File: src/rtl/seg7_pkg.sv
// rtl/seg7_pkg.sv - shared constants and types for the six-digit seven-segment scanner
package seg7_pkg;

  localparam int NUM_DIGITS = 6;

  typedef logic [6:0] seg_t;
  typedef logic [2:0] digit_idx_t;

  // Active-low {g,f,e,d,c,b,a}
  localparam seg_t SEG_0     = 7'b1000000;
  localparam seg_t SEG_1     = 7'b1111001;
  localparam seg_t SEG_2     = 7'b0100100;
  localparam seg_t SEG_3     = 7'b0110000;
  localparam seg_t SEG_4     = 7'b0011001;
  localparam seg_t SEG_5     = 7'b0010010;
  localparam seg_t SEG_6     = 7'b0000010;
  localparam seg_t SEG_7     = 7'b1111000;
  localparam seg_t SEG_8     = 7'b0000000;
  localparam seg_t SEG_9     = 7'b0010000;
  localparam seg_t SEG_DASH  = 7'b0111111;
  localparam seg_t SEG_BLANK = 7'b1111111;

  localparam digit_idx_t SEP_IDX_MINUTES = 3'd2;
  localparam digit_idx_t SEP_IDX_HOURS   = 3'd4;
  localparam digit_idx_t LAST_DIGIT      = 3'(NUM_DIGITS - 1);

  function automatic logic [NUM_DIGITS-1:0] digit_enable_n(input digit_idx_t idx);
    return ~(NUM_DIGITS'(1) << idx);
  endfunction

endpackage

File: src/rtl/seg7_time_display_if.sv
// rtl/seg7_time_display_if.sv - time word in, multiplexed display drive out
interface seg7_time_display_if;
  import seg7_pkg::*;

  logic [23:0]           data;
  logic [NUM_DIGITS-1:0] blink;
  logic [NUM_DIGITS-1:0] an;
  seg_t                  seg;
  logic                  dp;
  logic                  frame_start;

  modport master (output data, blink, input an, seg, dp, frame_start);
  modport slave  (input data, blink, output an, seg, dp, frame_start);

endinterface

File: src/rtl/bcd_to_seg.sv
// rtl/bcd_to_seg.sv - BCD nibble to active-low segment pattern, dash for 10..15
module bcd_to_seg
  import seg7_pkg::*;
(
  input  logic [3:0] i_nib,
  output seg_t       o_seg
);

  always_comb begin
    o_seg = SEG_DASH;
    case (i_nib)
      4'd0: o_seg = SEG_0;
      4'd1: o_seg = SEG_1;
      4'd2: o_seg = SEG_2;
      4'd3: o_seg = SEG_3;
      4'd4: o_seg = SEG_4;
      4'd5: o_seg = SEG_5;
      4'd6: o_seg = SEG_6;
      4'd7: o_seg = SEG_7;
      4'd8: o_seg = SEG_8;
      4'd9: o_seg = SEG_9;
      default: o_seg = SEG_DASH;
    endcase
  end

endmodule

File: src/rtl/seg7_time_display.sv
// rtl/seg7_time_display.sv - frame-snapshotted hh:mm:ss scanner with blink and leading-zero blanking
module seg7_time_display
  import seg7_pkg::*;
#(
  parameter int SCAN_DIV     = 50000,
  parameter int BLINK_FRAMES = 64
) (
  input logic CLK,
  input logic reset,
  seg7_time_display_if.slave bus
);

  localparam int PW = $clog2(SCAN_DIV);
  localparam int BW = (BLINK_FRAMES > 1) ? $clog2(BLINK_FRAMES) : 1;
  localparam logic [PW-1:0] PRE_LAST  = PW'(SCAN_DIV - 1);
  localparam logic [BW-1:0] BCNT_LAST = BW'(BLINK_FRAMES - 1);

  logic [PW-1:0]         r_pre;
  digit_idx_t            r_idx;
  logic [23:0]           r_snap;
  logic [BW-1:0]         r_bcnt;
  logic                  r_phase;
  logic [NUM_DIGITS-1:0] r_an;
  seg_t                  r_seg;
  logic                  r_dp;
  logic                  r_frame_start;

  logic       w_pre_wrap;
  logic       w_frame_wrap;
  logic [3:0] w_nib;
  seg_t       w_glyph;
  logic       w_blank;

  assign w_pre_wrap   = (r_pre == PRE_LAST);
  assign w_frame_wrap = w_pre_wrap && (r_idx == LAST_DIGIT);

  always_comb begin
    w_nib = r_snap[3:0];
    case (r_idx)
      3'd1: w_nib = r_snap[7:4];
      3'd2: w_nib = r_snap[11:8];
      3'd3: w_nib = r_snap[15:12];
      3'd4: w_nib = r_snap[19:16];
      3'd5: w_nib = r_snap[23:20];
      default: w_nib = r_snap[3:0];
    endcase
  end

  bcd_to_seg u_bcd_to_seg (
    .i_nib (w_nib),
    .o_seg (w_glyph)
  );

  // Blink uses the live enable so set-mode edits show up without waiting a frame
  assign w_blank = (bus.blink[r_idx] && r_phase) ||
                   ((r_idx == LAST_DIGIT) && (w_nib == 4'd0));

  always_ff @(posedge CLK) begin
    if (reset) begin
      r_pre         <= '0;
      r_idx         <= '0;
      r_snap        <= '0;
      r_bcnt        <= '0;
      r_phase       <= 1'b0;
      r_an          <= '1;
      r_seg         <= SEG_BLANK;
      r_dp          <= 1'b1;
      r_frame_start <= 1'b0;
    end else begin
      r_pre <= w_pre_wrap ? '0 : r_pre + 1'b1;
      if (w_pre_wrap) begin
        r_idx <= (r_idx == LAST_DIGIT) ? '0 : r_idx + 3'd1;
      end
      // Snapshot only at the frame boundary so a frame never mixes two time values
      if (w_frame_wrap) begin
        r_snap <= bus.data;
        if (r_bcnt == BCNT_LAST) begin
          r_bcnt  <= '0;
          r_phase <= ~r_phase;
        end else begin
          r_bcnt <= r_bcnt + 1'b1;
        end
      end
      r_an          <= digit_enable_n(r_idx);
      r_seg         <= w_blank ? SEG_BLANK : w_glyph;
      r_dp          <= ~((r_idx == SEP_IDX_MINUTES) || (r_idx == SEP_IDX_HOURS));
      r_frame_start <= (r_idx == '0) && (r_pre == '0);
    end
  end

  assign bus.an          = r_an;
  assign bus.seg         = r_seg;
  assign bus.dp          = r_dp;
  assign bus.frame_start = r_frame_start;

endmodule

File: src/flat_wrapper.sv
// flat-port wrapper written by rule: the top's interface ports become plain ports
module seg7_time_display_flat import seg7_pkg::*;
#(
  parameter int SCAN_DIV     = 50000,
  parameter int BLINK_FRAMES = 64
)
  (CLK, reset, bus_data, bus_blink, bus_an, bus_seg, bus_dp, bus_frame_start);
  seg7_time_display_if bus_i ();
  input logic CLK;
  input logic reset;
  input wire logic [$bits(bus_i.data)-1:0] bus_data;
  input wire logic [$bits(bus_i.blink)-1:0] bus_blink;
  output wire logic [$bits(bus_i.an)-1:0] bus_an;
  output wire logic [$bits(bus_i.seg)-1:0] bus_seg;
  output wire logic [$bits(bus_i.dp)-1:0] bus_dp;
  output wire logic [$bits(bus_i.frame_start)-1:0] bus_frame_start;
  assign bus_i.data = bus_data;
  assign bus_i.blink = bus_blink;
  assign bus_an = bus_i.an;
  assign bus_seg = bus_i.seg;
  assign bus_dp = bus_i.dp;
  assign bus_frame_start = bus_i.frame_start;
  seg7_time_display #(.SCAN_DIV(SCAN_DIV), .BLINK_FRAMES(BLINK_FRAMES)) u_core (.CLK(CLK), .reset(reset), .bus(bus_i));
endmodule
File: config.mk
export PLATFORM = sky130hd
export DESIGN_NAME = seg7_time_display_flat
export DESIGN_NICKNAME = d
export VERILOG_FILES = /design/src/rtl/seg7_pkg.sv /design/src/rtl/seg7_time_display_if.sv /design/src/rtl/bcd_to_seg.sv /design/src/rtl/seg7_time_display.sv /design/src/flat_wrapper.sv
export SDC_FILE = /design/constraint.sdc
export NUM_CORES = 1
export LEC_CHECK = 0
export BUFFER_PORTS_ARGS = -buffer_cell sky130_fd_sc_hd__buf_2
export CORE_AREA = 8 8 61 115
export CTS_CLUSTER_SIZE = 16
export DETAILED_ROUTE_END_ITERATION = 10
export DIE_AREA = 0 0 69 123
export PLACE_DENSITY_LB_ADDON = 0.3
export SLEW_MARGIN = 20
export SYNTH_ARGS = -nofsm -noshare
export SYNTH_HDL_FRONTEND = slang
export SYNTH_HIERARCHICAL = 1
export SYNTH_SLANG_ARGS = --single-unit
File: constraint.sdc
create_clock -name CLK -period 3.2 [get_ports CLK]
set_input_delay 0.8 -clock CLK [delete_from_list [all_inputs] [get_ports CLK]]
set_output_delay 0.8 -clock CLK [all_outputs]
set_load 0.02 [all_outputs]
# After elaboration in Yosys (flattened, before gate mapping)

Memory sizes are Yosys's and may differ from the RTL's. A register that Yosys moved wholly into a read port is not among the register bits.
Index checks and enable logic that the tools add are counted.

Flip-flop bits (word level): 58
Bits in read-only memories: 112
Input port bits: 32
Output and inout port bits: 15
Logic and storage cells: 41
Memories kept: 1

Memory list:

| memory          | words | bits a word | rd ports | clocked after Yosys merged registers in | write ports | line             | text |
|---|---|---|---|---|---|---|---|
| (no name shown) | 16    | 7           | 1        | 1                                       | 0           | bcd_to_seg.sv:11 | `case (i_nib)` |

Add/subtract/negate cells: 3
Order comparisons: 1
Equal/unequal tests: 7
Shift-type cells: 1
Mux-type cells: 5
Bitwise gates (word level): 3
Reduce and logical (&&, ||, !) cells: 12

Operators by type and width:

| cell                                               | number |
|---|---|
| case mux 4 bit (5 select lines)                    | 1 |
| adder 16 x 1 -> 16 bit, second input constant      | 1 |
| == test 16 bit, second input constant              | 1 |
| logical NOT 16 bit                                 | 1 |
| adder 6 x 1 -> 6 bit, second input constant        | 1 |
| == test 3 x 2 -> 1 bit, second input constant      | 2 |
| == test 3 bit, second input constant               | 2 |
| == test 6 bit, second input constant               | 1 |
| two-way mux 6 bit                                  | 1 |
| inverter 6 bit                                     | 1 |
| << shifter 1 x 3 -> 6 bit, first input constant    | 1 |
| logical AND 1 bit                                  | 4 |
| logical NOT 4 bit                                  | 1 |
| < comparator 3 x 4 -> 1 bit, second input constant | 1 |
| OR reduction 2 bit                                 | 2 |
| adder 3 x 1 -> 3 bit, second input constant        | 1 |
| binary-select mux 1 bit (select 3 bit)             | 1 |
| == test 3 x 1 -> 1 bit, second input constant      | 1 |
| logical NOT 3 bit                                  | 1 |
| two-way mux 3 bit                                  | 1 |
| logical OR 1 bit                                   | 2 |
| inverter 1 bit                                     | 2 |
| AND reduction 2 bit                                | 1 |
| two-way mux 1 bit                                  | 1 |

# Longest topological paths before layout

Depth after elaboration: 6
Mapped depth: 13
Gate-level depth less buffers: 10

# Modules after synthesis

The synthesis kept the hierarchy.

Modules (own cells, without submodules):

| module            | times used | cells each | area each (um^2) | seq. area each (um^2) |
|---|---|---|---|---|
| seg7_time_display | 1          | 333        | 2738.9           | 1301.2 |
| bcd_to_seg        | 1          | 31         | 240.2            | 0.0 |

# Least setup slack after synthesis

OpenSTA, ideal clock, no wires.

Kind: register to register
Start point: reg u_core.r_idx[1]
End point: reg u_core.r_seg[4], in the netlist u_core/bus.seg[4]
Library setup time: 77 ps
Arrival: 2489 ps
Data required time: 3123 ps
Setup slack: 635 ps
Cell stages (with the launch flop): 13
Buffers on the path: 2
Period minus slack after synthesis: 2565 ps
Path through: dfxtp_1 -> clkbuf_1 -> clkbuf_1 -> and2_1 -> ha_1 -> a222oi_1 -> nor2_1 -> inv_1 -> ha_1 -> or2b_1 -> a31oi_1 -> nor2_1 -> o21ai_0

Word-level cells in the longest chain between the ends: 6
Elaborated cells between the ends (all ways): 13
Classes of those cells: eq/ne (5); mux (3); reduce/logical (5)

Ends and longest elaborated chain:

| what                                        | line                    | text |
|---|---|---|
| start: declaration                          | seg7_time_display.sv:19 | `digit_idx_t r_idx;` |
| start signal: assignment                    | seg7_time_display.sv:72 | `r_idx <= (r_idx == LAST_DIGIT) ? '0 : r_idx + 3'd1;` |
| == test 3 bit, or another cell as far along | seg7_time_display.sv:39 | `case (r_idx)` |
| case mux 4 bit (5 select lines) *           | seg7_time_display.sv:39 |  |
| via u_core.w_nib[1]                         | seg7_time_display.sv:30 | `logic [3:0] w_nib;` |
| logical NOT 4 bit                           | seg7_time_display.sv:56 | `((r_idx == LAST_DIGIT) && (w_nib == 4'd0));` |
| logical AND 1 bit                           | seg7_time_display.sv:56 |  |
| logical OR 1 bit                            | seg7_time_display.sv:55 | `assign w_blank = (bus.blink[r_idx] && r_phase) \|\|` |
| OR reduction 2 bit (no source line)         | -                       |  |
| end: declaration                            | seg7_time_display.sv:24 | `seg_t r_seg;` |

The timed path passes the listed nets; every way through them passes the cells marked *. The select of a mux whose other input is x is not followed.
A chain may end at the register's enable or synchronous reset.

# Worst setup path after layout

Ends and elaborated chain as after synthesis.

==> reports/results.tsv <==
metric	value	unit
p_int	1.51	mW
fmax	0.357	GHz
hold_depth	2	
routedWlPerCell	14.7	um
core	5560	sq um
grt_max_degree	42	
critical_path_class	reg -> reg	
async_reset_ff_share	0	%
synth_area_leaders	dfxtp_1, nand2_1, a21oi_1	
hold_class	reg -> reg	
cts_tree	done	
yosysTopAreaCellShare	43.7	%
fin_nets	446	
syn2layout_area_growth	18.2	%
finalInstanceArea	3520	sq um
antenna_cells	0	
fin_setup_tns	0	ps
overflow	0	
synth_top_area_cell	dfxtp_1	
worst_slew_pin_slew	701	ps
rr_worst_depth	10	
synth-main-ff-cell	dfxtp_1	
grt_pass1_vias	2569	
hpwlAfterDp	5.02	mm
cts_buffers	9	
fill_cells	519	
synth-warning-count	6	
status	completed	
syn_inst	364	
grt_most_used_layer	met2	
p_comb_share	3.4	%
ys_ff_latch	65	
critPathMaxStageDelay	680	ps
use_met3	5.06	%
yosysMostFrequentCell	nand2_1	
cp_slowest_cell	dfxtp_1	
synth_edf_count	0	
cts-resized-gates	0	
root_buffer	clkbuf_16	
cp.arrival	3030	ps
drc	0	
crit_chain	and2_1 -> ha_1 -> a222oi_1 -> nor2_1 -> inv_1 -> ha_1 -> or2b_1 -> a31oi_1 -> nor2_1 -> o21ai_0	
min_period_over_period	87.5	%
gp_congestion	0.918	
rows	39	
setup_viol	0	
cts-hold-fix-buffers	0	
ioPinCount	47	
multi_input_comb_area	1530	sq um
post_cts_buffers	0	
dieArea	8490	sq um
use_met2	26.5	%
antenna_found_initial	0	
cts_buffer_depth	2	
drive_above_1_share	16.8	%
synthesis.area	2980	sq um
ys_types	51	
wl	6.93	mm
skew	4.63	ps
vias_per_cell	5.55	
maxCapViolations	0	
slew_viol_final	0	
final_util	63.3	%
leakage	1.35	nW
path_max_fanout	21	
finalHoldViolCount	0	
rsz0062_at_grt	no	
post-place-ws	472	ps
powerDensity	534	nW/um^2
sw_frac_of_total	19.6	%
io_buffer_count	46	
total_power	1.88	mW
switching_power	370	uW
critPathCaptureType	flip-flop	
synth_nets	405	
ant_nets	0	
period_needed	2800	ps
placed_cell_area	3210	sq um
clkSinkCount	65	
required	3430	ps
drt_iter0_markers	116	
die_h	123	um
clk_pin_slew	50	ps
start_util	53.6	%
clkPwrFrac	52.8	%
yosysSeqAreaShare	43.7	%
first_pass_iters	5	
seqPwrFrac	43.9	%
fin_ws	401	ps
track_usage	16.9	%
ys_top_cells_by_count	nand2_1, dfxtp_1, nor2_1	
num_vias	2615	
seq_area	1300	sq um
start_kind	flip-flop	
met1_usage	19.1	%
clk_latency	330	ps
die_x	69	um
syn_area_per_cell	8.18	sq um
grt_pass1_wl	11.6	mm
vdd_drop_max	0.000593	V
htree_levels	3	
max-slew-margin-rel	53.1	%
==> worst max-delay path, delay by kind of cell, from the launching register on <==
kind,cells,cell delay (ps)
DFF,1,680
AOI/OAI and AO/OA,3,420
and+or+nand+nor,4,960
buffers and inverters,1,170
adders and majority gates,2,460
==> worst paths after layout <==
kind,startpoint,end,slack (ps)
setup / recovery,u_core/r_idx[1],u_core/bus.seg[4],400
hold / removal,u_core/r_snap[10],u_core/r_snap[10],460
setup reg to reg,u_core/r_idx[1],u_core/bus.seg[4],400
hold reg to reg,u_core/r_snap[10],u_core/r_snap[10],460
==> sequential cells by signal, summed over array words and instances, names as in the netlist, 3 cells and up <==
| register | count |
|---|---|
| u_core/r_bcnt | 6 |
| u_core/r_idx | 3 |
| u_core/r_pre | 16 |
| u_core/r_snap | 24 |
| u_core/bus.an | 6 |
| u_core/bus.seg | 7 |
==> cells by family after synthesis <==
family | Yosys count | synth area share [%]
adder cells (fa/ha/maj) | 9 | 3.78
AND/OR/NAND/NOR | 169 | 28.1
XOR/XNOR | 15 | 4.41
AO/OA/AOI/OAI | 70 | 13.8
multiplexers | 3 | 1.43
flip-flops | 65 | 43.7
buffers and inverters | 33 | 4.83
==> layout make-up <==
cell class,count,area share [%]
sequential,65,36.9
clock inverter,2,0.995
timing repair buffer,48,6.96
multi-input combinational,266,43.6
tap,61,2.17
inverter,15,1.60
clock buffer,14,7.78
==> layer usage <==
layer	wire length (um)	share of wire [%]	vias to the layer above
met5	0	0	-
met4	213	3.1	0
met3	387	5.6	12
met2	3300	48	71
met1	3030	44	1210
li1	-	-	1322
==> through the flow <==
stage	hold slack (ps)	cells
floorplan	425	364
global placement	440	455
detailed placement	449	455
CTS	457	471
global route	483	471
finish	456	471
==> cell usage in the layout (no fill, tap or decap), types with 2 or more instances in the layout <==
cell type / netlist / final
or4_1: 4 / 4
and3_1: 2 / 2
clkbuf_16: 0 / 9
clkbuf_1: 11 / 2
clkbuf_8: 0 / 3
o31ai_1: 4 / 4
buf_4: 0 / 2
mux2i_1: 2 / 2
nand4_1: 2 / 2
a22oi_1: 4 / 4
o22ai_1: 2 / 2
nand3_1: 11 / 11
o21ai_0: 11 / 11
buf_2: 4 / 46
and4_1: 4 / 4
and2_1: 4 / 4
inv_1: 15 / 15
o221ai_1: 2 / 2
or3_1: 4 / 4
nor2b_1: 7 / 7
a222oi_1: 2 / 2
nand2_1: 68 / 68
xor2_1: 9 / 9
dfxtp_1: 65 / 65
nand3b_1: 2 / 2
nor3_1: 3 / 3
ha_1: 9 / 9
nand2b_1: 4 / 4
a21oi_1: 39 / 39
nor2_1: 40 / 40
xnor2_1: 6 / 6
==> power by group through the flow <==
stage / sequential, mW / clock (mW) / combinational [mW]
detailed placement: 0.842 / 0 / 0.0641
floorplan: 0.848 / 0 / 0.0245
finish: 0.825 / 0.993 / 0.0632
global placement: 0.841 / 0 / 0.0627
global route: 0.825 / 1.05 / 0.0707
CTS: 0.825 / 1.01 / 0.0643
No activity file was read; power rests on OpenSTA's default activity.
